<file path="config.mk">
export PLATFORM = sky130hd
export DESIGN_NAME = divisor_4bits
export DESIGN_NICKNAME = d
export VERILOG_FILES = /design/src/rtl/divisor_4bits.sv
export SDC_FILE = /design/constraint.sdc
export NUM_CORES = 1
export LEC_CHECK = 0
export ABC_CLOCK_PERIOD_IN_PS = 2900
export BUFFER_PORTS_ARGS = -buffer_cell sky130_fd_sc_hd__buf_2
export CAP_MARGIN = 40
export CORE_UTILIZATION = 40
export CTS_CLUSTER_DIAMETER = 30
export CTS_CLUSTER_SIZE = 14
export DETAILED_ROUTE_END_ITERATION = 8
export PLACE_DENSITY = 0.57
export SLEW_MARGIN = 20
export SYNTH_ARGS = -nofsm -noshare
export SYNTH_HDL_FRONTEND = slang
export SYNTH_SLANG_ARGS = --single-unit
</file>
<file path="constraint.sdc">
create_clock -name clk -period 2.9 [get_ports clk]
set_input_delay 0.145 -clock clk [delete_from_list [all_inputs] [get_ports clk]]
set_output_delay 0.145 -clock clk [all_outputs]
set_load 0.02 [all_outputs]
</file>
<file path="src/rtl/divisor_4bits.sv">
// divisor_4bits: unsigned 4-bit restoring divider, one quotient bit per cycle.
// Ports: clk/rst (async active-high) clock and reset; start requests a division;
// ina_3..0 dividend A, inb_3..0 divisor B (MSB first);
// outq_3..0 quotient, outr_3..0 remainder, held from DONE until the next result;
// busy high in CALC, done one-cycle pulse in DONE, div_zero set when B was 0.
module divisor_4bits (
  input  logic clk,
  input  logic rst,
  input  logic start,
  input  logic ina_3,
  input  logic ina_2,
  input  logic ina_1,
  input  logic ina_0,
  input  logic inb_3,
  input  logic inb_2,
  input  logic inb_1,
  input  logic inb_0,
  output logic outq_3,
  output logic outq_2,
  output logic outq_1,
  output logic outq_0,
  output logic outr_3,
  output logic outr_2,
  output logic outr_1,
  output logic outr_0,
  output logic busy,
  output logic done,
  output logic div_zero
);
  typedef enum logic [1:0] {IDLE, CALC, DONE} state_t;
  state_t state_q, state_d;
  logic start_q, accept, cout, dz_q, dz_d;
  logic [3:0] a, b, b_q, b_d, rem_q, rem_d, quo_q, quo_d, rem_nx, quo_nx;
  logic [3:0] outq_q, outq_d, outr_q, outr_d;
  logic [1:0] cnt_q, cnt_d;
  logic [4:0] sh_rem, diff;
  assign a = {ina_3, ina_2, ina_1, ina_0};
  assign b = {inb_3, inb_2, inb_1, inb_0};
  // start is registered, giving the one-edge acceptance delay behind the
  // 5-cycle (B != 0) and 1-cycle (B = 0) latencies; operands are captured
  // from the live inputs on the accepting edge.
  assign accept = start_q && state_q != CALC;
  assign sh_rem = {rem_q, quo_q[3]};
  // carry-out set means no borrow, i.e. the shifted remainder is >= B
  assign {cout, diff} = {1'b0, sh_rem} + {2'b01, ~b_q} + 6'd1;
  assign rem_nx = 4'(cout ? diff : sh_rem);
  assign quo_nx = {quo_q[2:0], cout};
  always_comb begin
    state_d = state_q;
    b_d = b_q;
    rem_d = rem_q;
    quo_d = quo_q;
    cnt_d = cnt_q;
    outq_d = outq_q;
    outr_d = outr_q;
    dz_d = dz_q;
    if (accept) begin
      b_d = b;
      rem_d = '0;
      quo_d = a;
      cnt_d = '0;
      state_d = (b == '0) ? DONE : CALC;
      if (b == '0) begin
        outq_d = 4'hF;
        outr_d = a;
        dz_d = 1'b1;
      end
    end else if (state_q == CALC) begin
      rem_d = rem_nx;
      quo_d = quo_nx;
      cnt_d = cnt_q + 2'd1;
      if (cnt_q == 2'd3) begin
        state_d = DONE;
        outq_d = quo_nx;
        outr_d = rem_nx;
        dz_d = 1'b0;
      end
    end else if (state_q == DONE) begin
      state_d = IDLE;
    end
  end
  always_ff @(posedge clk or posedge rst) begin
    if (rst) begin
      state_q <= IDLE;
      start_q <= 1'b0;
      b_q <= '0;
      rem_q <= '0;
      quo_q <= '0;
      cnt_q <= '0;
      outq_q <= '0;
      outr_q <= '0;
      dz_q <= 1'b0;
    end else begin
      state_q <= state_d;
      start_q <= start;
      b_q <= b_d;
      rem_q <= rem_d;
      quo_q <= quo_d;
      cnt_q <= cnt_d;
      outq_q <= outq_d;
      outr_q <= outr_d;
      dz_q <= dz_d;
    end
  end
  assign {outq_3, outq_2, outq_1, outq_0} = outq_q;
  assign {outr_3, outr_2, outr_1, outr_0} = outr_q;
  assign busy = state_q == CALC;
  assign done = state_q == DONE;
  assign div_zero = dz_q;
endmodule

</file>
==> impl_metrics.json <==
{
  "place_inst": 211,
  "clkLatencyLatePin_ps": 320,
  "core_area_mm2": 0.003363,
  "finalPower_uw": 1779,
  "slew_violations": 0,
  "skew_ps": 5.297,
  "dieArea_mm2": 0.003763,
  "clk_pin_slew_ps": 140,
  "maxCapViolCount": 0,
  "grt_pass1_wl_um": 4788,
  "syn_avg_cell_area_um2": 9.519,
  "worst_setup_path_end_kind": "register",
  "start_util_pct": 41.89,
  "globalplace.congestion": 0.7473,
  "nNetsFinal": 192,
  "die_y_um": 61.35,
  "cp.arrival_ps": 2280,
  "yosys.area.top_type": "dfrtp_1",
  "hold_buffers": 2,
  "status": "finished, final reports clean",
  "grt_max_degree": 21,
  "mostFrequentLayoutCell": "dfrtp_1",
  "htree_levels": 1,
  "fp.dieW_um": 61.35,
  "final_cells": 217,
  "setup.reg_to_reg.worst_slack_ps": 890,
  "root_buffer": "clkbuf_4",
  "cts-buffers-inserted": 3,
  "antenna_cells": 0,
  "hold_class": "input port to register",
  "ys_warn_count": 0,
  "path_cells": "nor2b_1 > nand2_1 > nand2_2 > mux2i_1 > o21a_1",
  "io_pins": 22,
  "syn_inst": 148,
  "place_ws_ps": 927.5,
  "vdd_drop_max_v": 0.0004611,
  "rows": 21,
  "synth_top_area_share_pct": 46.18,
  "antenna_found_initial": 0,
  "cts_resized": 0,
  "startpoint_type": "register",
  "grt_pass1_vias": 1028,
  "crit_fanout": 11,
  "area_growth_pct": 15.99,
  "hold_viol_final": 0,
  "postCtsSetupBuffers": 0,
  "ys_top_cells_by_area": "dfrtp_1 46%, ha_1 7.1%, nand2_1 5.1%",
  "yosys_register_bits": 26,
  "rsz0062_at_grt": "no",
  "dp_hpwl_um": 2219,
  "worstReg2RegEnd": "outr_q[1]",
  "cts_tree": "done",
  "gr-usage-all-layers_pct": 17.48,
  "avgViaCountPerCell": 4.889,
  "syn_nets": 168,
  "ys_seq_area_share_pct": 46.18,
  "reg2reg_depth": 5,
  "cp.required_ps": 3170,
  "drt_iter0_drc": 29,
  "min_to": "b_q[0]",
  "layout_common_cells": "26 x dfrtp_1, 21 x buf_2, 19 x nand2_1",
  "drive_gt1_share_pct": 20.47,
  "min-delay-start": "inb_0",
  "vias": 1061,
  "slowest_stage": "dfrtp_1",
  "fmax_ghz": 0.4967,
  "slew_headroom_pct": 60.44,
  "drc": 0,
  "synth_cell_types": 39,
  "hold_depth": 3,
  "clock_path_buffers": 2,
  "rr_startpoint": "start_q",
  "min_period_ps": 2013,
  "power_density_mw_per_mm2": 1089,
  "io_buffer_count": 21,
  "slowest_delay_ps": 610,
  "cts_sinks": 26,
  "finalSetupTns_ps": 0,
  "avgRoutedWirePerCell_um": 13.24,
  "finalCritPeriodShare_pct": 69.42,
  "path_class": "register to register",
  "final_antenna_net_count": 0,
  "fin_ws_ps": 886.8,
  "synth.cell_area_mm2": 0.001409,
  "setup_viol": 0,
  "leakage_uw": 0.0007663,
  "first_pass_iters": 4,
  "routed_wl_um": 2874,
  "grt.overflow.total": 0,
  "tightest_slew_ps": 592.2
}
routing by layer:
layer	up-vias	routed length, um	global-route usage [%]
met5	-	0	0
met4	0	20	6.032
met3	2	56	1.891
met2	14	1348	27.17
met1	497	1449	25.43
li1	548	-	-
worst max path at each step:
stage	end	slack, ps	start	cells after the start
6_report	outr_q[1]	890	start_q	5
4_1_cts	outr_q[1]	870	start_q	5
5_1_grt	outr_q[1]	680	state_q[1]	7
2_1_floorplan	rem_q[1]	1200	rem_q[1]	6
3_5_place_dp	outr_q[1]	930	start_q	5
3_3_place_gp	outr_q[1]	1000	start_q	5
cell usage after synthesis:
| library cell | count |
|---|---|
| a21o_1 | 1 |
| a21oi_1 | 7 |
| a21oi_2 | 1 |
| a22o_1 | 1 |
| a31oi_1 | 3 |
| a32o_1 | 1 |
| and2_1 | 1 |
| buf_2 | 2 |
| buf_4 | 2 |
| clkbuf_1 | 2 |
| dfrtp_1 | 26 |
| fa_1 | 1 |
| ha_1 | 8 |
| inv_1 | 9 |
| mux2_2 | 1 |
| mux2_4 | 1 |
| mux2i_1 | 5 |
| nand2_1 | 19 |
| nand2_2 | 1 |
| nand2b_1 | 2 |
| nand2b_2 | 1 |
| nand2b_4 | 1 |
| nand3_1 | 2 |
| nor2_1 | 18 |
| nor2_2 | 1 |
| nor2b_1 | 3 |
| nor3_1 | 1 |
| nor3b_1 | 1 |
| nor4_4 | 1 |
| nor4b_1 | 1 |
| o211ai_1 | 1 |
| o21a_1 | 2 |
| o21ai_0 | 13 |
| o21ai_1 | 3 |
| o221ai_1 | 1 |
| o31ai_1 | 1 |
| o32ai_1 | 1 |
| or2_1 | 1 |
| xor2_1 | 1 |
through the flow:
step | hold slack [ps] | util [%] | instance area, um2
after floorplan | 176.4 | - | 1409
after global placement | 258.7 | 45.98 | 1546
after detailed placement | 199.8 | 46.43 | 1562
after CTS | 55.56 | 48.59 | 1634
after global routing | 49.94 | 48.59 | 1634
final | 70.13 | 48.59 | 1634
flip-flops by register name, indices dropped and copies added (netlist names):
name / count
rem_q: 4
div_zero: 1
outr_q: 4
cnt_q: 2
quo_q: 4
outq_q: 4
start_q: 1
b_q: 4
state_q: 2
where the power goes:
group	total, uW	switching (uW)	internal, uW	leakage (uW)
Clock	248	108	140	0.0000279
Combinational	927	542	385	0.000432
Sequential	604	94.5	510	0.000306
cells by family after synthesis:
kind of cell	share of synthesized area [%]
and+or+nand+nor	19.18
AOI/OAI and AO/OA	15.36
DFF	46.18
buffers and inverters	4.707
adders and majority gates	8.526
muxes	5.417
xor gates and xnor gates	0.6218
final cells by class:
type | instances | area, um2
fill | 355 | 1729
clock buffer | 3 | 22.52
inverter | 9 | 33.78
clock inverter | 1 | 30.03
sequential | 26 | 650.6
multi-input combinational | 107 | 691.9
tap | 46 | 57.56
timing repair buffer | 25 | 147.6
worst max-delay path: cells and delay by family (launching register included):
family          cells  cell delay [ps]
compound gates      1              130
flops               1              610
mux                 1              190
simple gates        3             1030
Power figures use the tool's default switching activity.
